<file path="config.mk">
export PLATFORM = sky130hd
export DESIGN_NAME = conv_rstl_addr_gen
export DESIGN_NICKNAME = d
export VERILOG_FILES = /design/src/rtl/conv_rstl_addr_gen.sv
export SDC_FILE = /design/constraint.sdc
export NUM_CORES = 1
export LEC_CHECK = 0
export ABC_AREA = 1
export BUFFER_PORTS_ARGS = -buffer_cell sky130_fd_sc_hd__buf_2
export CAP_MARGIN = 25
export CORE_ASPECT_RATIO = 1.75
export CORE_MARGIN = 5
export CORE_UTILIZATION = 55
export CTS_CLUSTER_SIZE = 12
export DETAILED_ROUTE_END_ITERATION = 12
export PLACE_DENSITY = 0.78
export SYNTH_ARGS = -nofsm -noshare
export SYNTH_HDL_FRONTEND = slang
export SYNTH_SLANG_ARGS = --single-unit
</file>
<file path="constraint.sdc">
create_clock -name clk -period 5.1 [get_ports clk]
set_clock_uncertainty 0.1 [all_clocks]
set_input_delay 0.255 -clock clk [delete_from_list [all_inputs] [get_ports clk]]
set_output_delay 0.255 -clock clk [all_outputs]
set_load 0.03 [all_outputs]
</file>
<file path="src/rtl/conv_rstl_addr_gen.sv">
// rtl/conv_rstl_addr_gen.sv - write-address generator walking a CHANNELS x ROWS x COLS result volume
module conv_rstl_addr_gen #(
  parameter int ROWS     = 26,
  parameter int COLS     = 26,
  parameter int CHANNELS = 1,
  parameter int ADDR_W   = 10,
  parameter int ROW_W    = 5,
  parameter int COL_W    = 5,
  parameter int CH_W     = 1
) (
  input  logic              clk,
  input  logic              rst,
  input  logic              start,
  input  logic              continuous,
  input  logic              abort,
  input  logic              en,
  input  logic [ADDR_W-1:0] base_addr,
  output logic [ADDR_W-1:0] addr,
  output logic [ROW_W-1:0]  row,
  output logic [COL_W-1:0]  col,
  output logic [CH_W-1:0]   ch,
  output logic              busy,
  output logic              last,
  output logic              frame_done,
  output logic              done
);

  if (CHANNELS * ROWS * COLS > (1 << ADDR_W)) begin : g_bad_addr_w
    $error("conv_rstl_addr_gen: ADDR_W too small for CHANNELS*ROWS*COLS");
  end
  if (ROWS > (1 << ROW_W) || COLS > (1 << COL_W) || CHANNELS > (1 << CH_W)) begin : g_bad_idx_w
    $error("conv_rstl_addr_gen: index width too small");
  end

  typedef enum logic [1:0] {IDLE, RUN, DONE} state_t;

  state_t            state, state_n;
  logic [ROW_W-1:0]  row_n;
  logic [COL_W-1:0]  col_n;
  logic [CH_W-1:0]   ch_n;
  logic [ADDR_W-1:0] lin_q, lin_n;
  logic [ADDR_W-1:0] base_q, base_n;
  logic              cont_q, cont_n;
  logic              frame_done_n;
  logic              at_end;

  assign at_end = (col == COL_W'(COLS - 1)) && (row == ROW_W'(ROWS - 1)) &&
                  (ch == CH_W'(CHANNELS - 1));
  assign last   = busy && at_end;

  always_comb begin
    state_n      = state;
    row_n        = row;
    col_n        = col;
    ch_n         = ch;
    lin_n        = lin_q;
    base_n       = base_q;
    cont_n       = cont_q;
    frame_done_n = 1'b0;
    if (abort) begin
      // Abort also drops the latched base so addr reads 0 while idle
      state_n = IDLE;
      row_n   = '0;
      col_n   = '0;
      ch_n    = '0;
      lin_n   = '0;
      base_n  = '0;
      cont_n  = 1'b0;
    end else begin
      case (state)
        IDLE: begin
          row_n = '0;
          col_n = '0;
          ch_n  = '0;
          lin_n = '0;
          if (start) begin
            base_n  = base_addr;
            cont_n  = continuous;
            state_n = RUN;
          end
        end
        RUN: begin
          if (en) begin
            if (at_end) begin
              row_n        = '0;
              col_n        = '0;
              ch_n         = '0;
              lin_n        = '0;
              frame_done_n = 1'b1;
              if (!cont_q) state_n = DONE;
            end else begin
              lin_n = lin_q + ADDR_W'(1);
              if (col == COL_W'(COLS - 1)) begin
                col_n = '0;
                if (row == ROW_W'(ROWS - 1)) begin
                  row_n = '0;
                  ch_n  = ch + CH_W'(1);
                end else begin
                  row_n = row + ROW_W'(1);
                end
              end else begin
                col_n = col + COL_W'(1);
              end
            end
          end
        end
        default: state_n = IDLE;
      endcase
    end
  end

  always_ff @(posedge clk) begin
    if (rst) begin
      state      <= IDLE;
      row        <= '0;
      col        <= '0;
      ch         <= '0;
      lin_q      <= '0;
      base_q     <= '0;
      cont_q     <= 1'b0;
      addr       <= '0;
      busy       <= 1'b0;
      frame_done <= 1'b0;
      done       <= 1'b0;
    end else begin
      state      <= state_n;
      row        <= row_n;
      col        <= col_n;
      ch         <= ch_n;
      lin_q      <= lin_n;
      base_q     <= base_n;
      cont_q     <= cont_n;
      addr       <= base_n + lin_n;
      busy       <= (state_n == RUN);
      frame_done <= frame_done_n;
      done       <= (state_n == DONE);
    end
  end

endmodule

</file>
[Word-level counts from Yosys, hierarchy flattened]
Index checks and enable logic that the tools add are counted.
Word-level totals
  register bits after elaboration: 47
  input port bits: 16
  logic and storage cells: 66
Operators by class
  add/subtract/negate cells: 5
  equality and inequality tests: 8
  muxes and demuxes: 28
  bitwise operators: 3
  reductions and logical operators: 11
Operators with widths (number)
  two-way mux 10 bit: 6
  two-way mux 5 bit: 7
  one-hot mux 10 bit (2 select lines): 1
  one-hot mux 5 bit (2 select lines): 2
  adder 10 x 1 -> 10 bit (second input constant): 1
  adder 10 bit: 1
  adder 5 x 1 -> 5 bit (second input constant): 2
  equality test 5 bit (second input constant): 2
  two-way mux 2 bit: 5
  != test 3 bit (second input constant): 2
  two-way mux 1 bit: 5
  equality test 2 x 1 -> 1 bit (second input constant): 2
  one-hot mux 2 bit (2 select lines): 1
  AND reduction 2 bit: 2
  AND reduction 4 bit: 1
  OR reduction 4 bit: 1
  logical AND 1 bit: 3
  inverter 1 bit: 3
  AND reduction 3 bit: 1
  equality test 2 bit (second input constant): 1
  zero test 2 bit: 1
  != test 2 bit (second input constant): 1
  one-hot mux 1 bit (2 select lines): 1
  nonzero test 2 bit: 1
  2 further kinds: 2

[Logic depth before layout (Yosys ltp)]
Gate-level depths: netlist (run 1).
  depth after elaboration: 8
  depth in mapped cells: 19
  depth with buffers taken out: 19

[Least setup slack after synthesis (run 1)]
OpenSTA, ideal clock, no wires.
  kind: reg2reg
  from: register col[0]
  to: register addr[6]
  library setup time: 0.070 ns
  arrival: 2.573 ns
  required time: 4.930 ns
  setup slack: 2.358 ns
  cell stages (with the launch flop): 16
  clock period less this slack: 2.742 ns
  cells stage by stage: dfxtp_1 ha_1 nand2_1 nor2_1 nand3_1 a22oi_1 nor2_1 ha_1 fa_1 nand3_1 nand2_1 nand2_1 nand2_1 a21oi_1 o21ai_0 a21oi_1
On the way
  word-level cells in the longest chain between the ends: 8
Ends and longest elaborated chain
  from (decl): line 20  | output logic [COL_W-1:0] col,
  from (signal assigned): line 128  | col <= col_n;
  equality test 5 bit: line 47  | assign at_end = (col == COL_W'(COLS - 1)) && (row == ROW_W'(ROWS - 1)) &&
  logical AND 1 bit (2 in series): line 47
  two-way mux 10 bit: line 84  | if (at_end) begin
  two-way mux 10 bit: line 83  | if (en) begin
  one-hot mux 10 bit (2 select lines): line 70  | case (state)
  two-way mux 10 bit: line 60  | if (abort) begin
  named net lin_n[0]: line 41  | logic [ADDR_W-1:0] lin_q, lin_n;
  adder 10 bit: line 133  | addr <= base_n + lin_n;
  to (signal assigned): line 133
  to (decl): line 18  | output logic [ADDR_W-1:0] addr,
The timed path passes the listed nets, and every way through them passes these cells.
A chain may end at the register's enable or synchronous reset.

[Worst setup path after layout (run 1)]
  from: register state[1]
  to: register addr[6]
On the way
  word-level cells in the longest chain between the ends: 4
  elaborated cells on any way between the ends: 7
  those cells by class: 1 x add/sub; 1 x eq/ne; 4 x mux; 1 x reduce/logical
Ends and longest elaborated chain
  from (decl): line 37  | state_t state, state_n;
  from (signal assigned): line 126  | state <= state_n;
  zero test 2 bit: line 70
  two-way mux 10 bit: line 70
  two-way mux 10 bit: line 60
  named net base_n[0]: line 42  | logic [ADDR_W-1:0] base_q, base_n;
  adder 10 bit: line 133
The timed path passes the listed nets, and every way through them passes these cells.

==> results of run 1 <==
==> sequential cells by signal, summed over array words and instances, names as in the netlist <==
name        cells
addr           10
base_q         10
busy            1
ch              1
col             5
cont_q          1
done            1
frame_done      1
lin_q          10
row             5
state           2
==> cell type report <==
cell class | count | area (um^2) | area share, %
well taps | 51 | 63.8 | 2.30
clock inverters | 3 | 18.8 | 0.678
inverters | 40 | 150 | 5.42
clock buffers | 5 | 68.8 | 2.48
repair buffers | 40 | 200 | 7.23
multi-input cells | 238 | 1330 | 47.9
flip-flops and latches | 47 | 941 | 34.0
==> report_power, final <==
group,switching [mW],internal (mW)
registers,0.00382,0.376
clock network,0.128,0.0966
logic,0.0591,0.0260
total,0.191,0.499
==> cells in the mapped netlist <==
| library cell | instances |
|---|---|
| nor4_1 | 11 |
| nand2_4 | 1 |
| a211oi_1 | 1 |
| o22ai_1 | 1 |
| a22oi_1 | 1 |
| buf_4 | 1 |
| inv_2 | 3 |
| o21ai_0 | 13 |
| o211ai_1 | 2 |
| a21o_1 | 1 |
| fa_1 | 1 |
| nor2_1 | 65 |
| a21oi_1 | 25 |
| nand3_2 | 1 |
| o31ai_1 | 2 |
| a211oi_2 | 1 |
| o21ai_1 | 2 |
| nor2_2 | 2 |
| nor3_2 | 1 |
| nor2_8 | 2 |
| inv_1 | 37 |
| clkbuf_1 | 5 |
| nand2_2 | 1 |
| o21bai_1 | 1 |
| nand3_1 | 11 |
| nor2_4 | 2 |
| nand2_1 | 44 |
| ha_1 | 14 |
| xor2_1 | 7 |
| o21ai_2 | 1 |
| nand4_1 | 6 |
| dfxtp_1 | 47 |
| buf_2 | 3 |
| a21oi_2 | 1 |
| nor3_1 | 14 |
| or2_2 | 2 |
| a32oi_1 | 1 |
==> cells by family after synthesis <==
kind of cell | Yosys count | synth area share [%]
adder cells (fa/ha/maj) | 15 | 7.94
AND/OR/NAND/NOR | 163 | 31.1
AO/OA/AOI/OAI | 53 | 12.4
buffers and inverters | 49 | 7.78
XOR/XNOR | 7 | 2.49
flip-flops | 47 | 38.3
==> cell usage in the layout (no fill, tap or decap), types with 11 or more instances in the layout <==
cell and instances:
a21oi_1 25, dfxtp_1 47, ha_1 14, nor4_1 11, nor3_1 14, nand3_1 11, nor2_1 65, buf_2 40
nand2_1 44, inv_1 37, o21ai_0 13
==> metal layers <==
metal / part of all wire [%] / routed length [um] / vias to the layer above
met5: 0 / 0 / -
met4: 3.4 / 189 / 0
met3: 3.4 / 188 / 12
met2: 56 / 3110 / 42
met1: 37 / 2010 / 1029
li1: - / - / 1179
==> worst paths after layout <==
check | endpoint | slack (ns)
setup / recovery | addr[6]$_SDFF_PP0_ | 2.05
hold / removal | cont_q$_SDFFE_PP0P_ | 0.12
setup reg to reg | addr[6]$_SDFF_PP0_ | 2.05
hold reg to reg | cont_q$_SDFFE_PP0P_ | 0.40
==> through the flow <==
step	hold WS, ns	power, mW	setup slack (ns)	utilization, %
3_3_place_gp	0.367	0.472	2.17	61.5
3_5_place_dp	0.384	0.474	2.11	61.5
6_report	0.118	0.689	2.05	63.5
4_1_cts	0.108	0.699	2.08	63.5
2_1_floorplan	0.320	0.451	2.36	-
5_1_grt	0.144	0.721	1.76	63.5
==> tightest hold or removal path, delay by kind of cell <==
family | cells | cell delay, ns
AO/OA/AOI/OAI | 1 | 0.07
AND/OR/NAND/NOR | 1 | 0.08
buffers and inverters | 1 | 0.08
==> flow_metrics.tcl, run 1 <==
set metrics [dict create \
    worstPathMaxFanout 12 \
    drtIter0Drc 43 \
    synth_top_cell_by_area "dfxtp_1" \
    yosysWarnings 0 \
    power_density_mw_per_mm2 249 \
    grt_pass1_vias 2181 \
    r2r_start "state[1]$_SDFF_PP0_" \
    hp-class "in -> reg" \
    hold_start "continuous" \
    worst_ep_arrival_time_ns 3.19 \
    insertion_delay_ns 0.30 \
    cts_buffer_depth 2 \
    period_share_pct 59.9 \
    htree_levels 2 \
    start_util_pct 56.4 \
    area_growth_pct 12.6 \
    num-nets-final 403 \
    ant_nets 0 \
    cp-start-kind "register" \
    status "finished, final reports clean" \
    setup_violations 0 \
    grtUsageMet1_pct 19.0 \
    fin_crit_ns 3.05 \
    gp_congestion 0.878 \
    die_y_um 98.5 \
    cts_buffers 5 \
    drt-wirelength-per-cell_um 13.0 \
    hold_viol 0 \
    crit_chain "nor2_4 -> nand2_1 -> inv_1 -> nor2_1 -> nor3_1 -> ha_1 -> fa_1 -> nand3_1 -> nand2_1 -> nand2_1 -> nand2_1 -> a21oi_1 -> o21ai_0 -> a21oi_1" \
    io_buffers 40 \
    postCtsSetupRepairBufs 0 \
    power_leakage_nw 1.25 \
    yosysSeqAreaShare_pct 38.3 \
    stdcell_area_mm2 0.00277 \
    vdd_drop_max_uv 180 \
    drt_wl_total_um 5500 \
    tritoncts "done" \
    crit_path_top_delay_cell "dfxtp_1" \
    syn_area_mm2 0.00246 \
    die_w_um 60.6 \
    syn-num-nets 365 \
    rows 32 \
    grt_pass1_wl_um 9120 \
    cap_violations 0 \
    antenna_found_initial 0 \
    cp-end-kind "register" \
    worst_slew_pin_slew_ns 0.553 \
    maxSlewHeadroom_pct 63.2 \
    worst_path_largest_cell_delay_ns 0.50 \
    path_buf_inv 1 \
    required_ns 5.24 \
    root_buffer "clkbuf_8" \
    grt_use_met3_pct 3.15 \
    drive_gt1_share_pct 17.7 \
    fmax_mhz 327 \
    grt_overflow 0 \
    crit_cells 14 \
    dp.final_hpwl_um 4400 \
    grt_max_degree 35 \
    rsz0062_at_grt "false" \
    core_mm2 0.00436 \
    use_met2_pct 37.8 \
    post-place-cells 416 \
    rr_worst_depth 14 \
    grt_busiest_layer "met2" \
    firstDrtPassIters 4 \
    ys_ff_latch 47 \
    route.detailed.drc 0 \
    ctsResizeCount 0 \
    num_antenna_cells 0 \
    globalRouteTotalUtil_pct 19.9 \
    clock_sinks 47 \
    viasPerCell 5.33 \
    fill_cells 407 \
    worst_path_most_repeated_cell "nand2_1" \
    synth.area.top_cells "dfxtp_1 (38%), nor2_1 (9.9%), ha_1 (7.1%)" \
    postSynthAreaPerCell_um2 7.36 \
    instances_no_fill 424 \
    crit_type "reg -> reg" \
    netlist_instances 334 \
    drv_slew 0 \
    synth_top_area_share_pct 38.3 \
    cp-startpoint "state[1]$_SDFF_PP0_" \
    hold_depth 3 \
    synth_cell_types 37 \
    crit_family "simple AND/OR/NAND/NOR gates" \
    io_pins 41 \
    dpl_cell_area_mm2 0.00268 \
    path_clk_slew_ns 0.09 \
    vias 2262 \
    setup_tns_ns 0 \
    postCtsHoldBufs 0 \
    die_area_mm2 0.00596 \
]
Note: power is estimated with default switching activity, not from simulation.
==> inputs of run 2 (changes only) <==
CORE_UTILIZATION = 50   (was 55)
PLACE_DENSITY = 0.75   (was 0.78)
clock period = 2.5 ns   (was 5.1 ns; I/O delays follow)
==> flow_metrics.tcl, run 2 (synthesis results as in run 1) <==
set metrics [dict create \
    fin_crit_ns 2.70 \
    dp.final_hpwl_um 4990 \
    power.total_mw 1.53 \
    rsz0062_at_grt "true" \
    num_antenna_cells 0 \
    grt_max_degree 28 \
    cap_violations 0 \
    r2r_start "lin_q[3]$_SDFF_PP0_" \
    drtIter0Drc 81 \
    hp-class "in -> reg" \
    globalRouteTotalUtil_pct 21.9 \
    vdd_drop_max_uv 424 \
    drt_wl_total_um 7900 \
    power_switching_uw 439 \
    drive_gt1_share_pct 44.6 \
    start_util_pct 51.8 \
    failed_checks "setup timing" \
    instances_no_fill 496 \
    cts_buffers 5 \
    worstPathMaxFanout 4 \
    switching_share_pct 28.6 \
    hold_viol 0 \
    rows 33 \
    rr_worst_depth 15 \
    ant_nets 0 \
    io_buffers 40 \
    die_y_um 103 \
    htree_levels 2 \
    hold_end "base_q[6]$_SDFF_PP0_" \
    num-nets-final 474 \
    worst_ep_arrival_time_ns 2.79 \
    die_area_mm2 0.00648 \
    root_buffer "clkbuf_8" \
    path_clk_slew_ns 0.10 \
    power_density_mw_per_mm2 425 \
    worst_slew_pin_slew_ns 0.549 \
    io_pins 41 \
    final_cell_mix "buf_4 (66), nor2_1 (57), buf_2 (40)" \
    area_growth_pct 46.8 \
    grt_pass1_wl_um 11500 \
    grt_pass1_vias 2640 \
    power_leakage_nw 1.64 \
    firstDrtPassIters 5 \
    combPwrFrac_pct 16.7 \
    vias 2798 \
    status "finished with violations" \
    layout_commonest_cell "buf_4" \
    viasPerCell 5.64 \
    drt-wirelength-per-cell_um 15.9 \
    hold_depth 3 \
    antenna_found_initial 0 \
    top_regs "addr (10), base_q (10), lin_q (10)" \
    tritoncts "done" \
    cts_buffer_depth 2 \
    die_w_um 63.0 \
    post-place-cells 469 \
    maxSlewHeadroom_pct 63.4 \
    power_frac_seq_pct 50.3 \
    period_share_pct 108 \
    gp_congestion 0.927 \
    setup_ws_ns -0.196 \
    setup_violations 4 \
    route.detailed.drc 0 \
    cp-end-kind "register" \
    fmax_mhz 371 \
    core_mm2 0.00475 \
    cp-start-kind "register" \
    clkPwrFrac_pct 32.9 \
    power.internal_mw 1.09 \
    rrSetupSlack_ns -0.20 \
    insertion_delay_ns 0.31 \
    grt_overflow 0 \
    required_ns 2.60 \
    r2r-end "addr[8]$_SDFF_PP0_" \
    clock_sinks 47 \
    crit_type "reg -> reg" \
    drv_slew 0 \
    hold_start "base_addr[6]" \
]
run 2: what timing repair did:
action	CTS	global route
setup buffers	13	6
pin swaps	24	25
setup endpoints to repair	6	7
hold buffers	1	0
resized for setup	33	41
hold endpoints to repair	1	0
run 2: metal layers:
metal / global-route usage (%) / share of wire [%]
met5: 0 / 0
met4: 10.6 / 5.1
met3: 4.14 / 4.6
met2: 43.8 / 58
met1: 20.6 / 32
run 2: area by class of cell:
| type | instances | area [um^2] |
|---|---|---|
| Clock buffer | 6 | 82.6 |
| Tap cell | 52 | 65.1 |
| Sequential cell | 47 | 966 |
| Timing Repair Buffer | 111 | 751 |
| Multi-Input combinational cell | 238 | 1580 |
| Clock inverter | 2 | 13.8 |
| Inverter | 40 | 153 |
| Fill cell | 320 | 1140 |
run 2: worst max-delay path by stage:
stage | start | endpoint | slack, ns | cells after the start
after floorplan | row[0]$_SDFFE_PP0P_ | addr[6]$_SDFF_PP0_ | 0.005 | 15
after global placement | row[1]$_SDFFE_PP0P_ | addr[6]$_SDFF_PP0_ | -0.13 | 16
after detailed placement | row[1]$_SDFFE_PP0P_ | addr[6]$_SDFF_PP0_ | -0.19 | 16
after CTS | row[1]$_SDFFE_PP0P_ | addr[8]$_SDFF_PP0_ | -0.02 | 18
after global routing | col[1]$_SDFFE_PP0P_ | addr[6]$_SDFF_PP0_ | -0.33 | 18
final | lin_q[3]$_SDFF_PP0_ | addr[8]$_SDFF_PP0_ | -0.20 | 15
run 2: power groups by stage:
stage          sequential [mW]  clock [mW]  combinational, mW
6_report                 0.772       0.505              0.256
3_5_place_dp             0.789           0              0.217
4_1_cts                  0.771       0.505              0.230
2_1_floorplan            0.810           0              0.108
5_1_grt                  0.774       0.533              0.278
3_3_place_gp             0.788           0              0.214
run 2: per-stage QoR:
stage | utilization, % | TNS (ns) | setup WS [ns] | hold slack [ns] | instance area, um^2
6_report | 76.0 | -0.465 | -0.196 | 0.0563 | 3610
5_1_grt | 76.0 | -1.16 | -0.328 | 0.0720 | 3610
4_1_cts | 72.1 | -0.0606 | -0.0190 | 0.0391 | 3420
3_5_place_dp | 65.4 | -0.696 | -0.190 | 0.304 | 3110
3_3_place_gp | 65.4 | -0.338 | -0.130 | 0.281 | 3110
2_1_floorplan | - | 0 | 0.00543 | 0.190 | 2490
run 2: worst max-delay path, cell delays in order (launching register included):
cell	delay (ns)
dfxtp_1	0.37
nand2_1	0.13
inv_2	0.12
nand2_1	0.09
nor2_1	0.15
xor2_1	0.22
nor2_2	0.05
a21oi_2	0.15
nor2_1	0.08
ha_1	0.38
buf_4	0.17
a211oi_2	0.21
nand2_1	0.11
xor2_1	0.15
inv_1	0.05
nor2_1	0.03
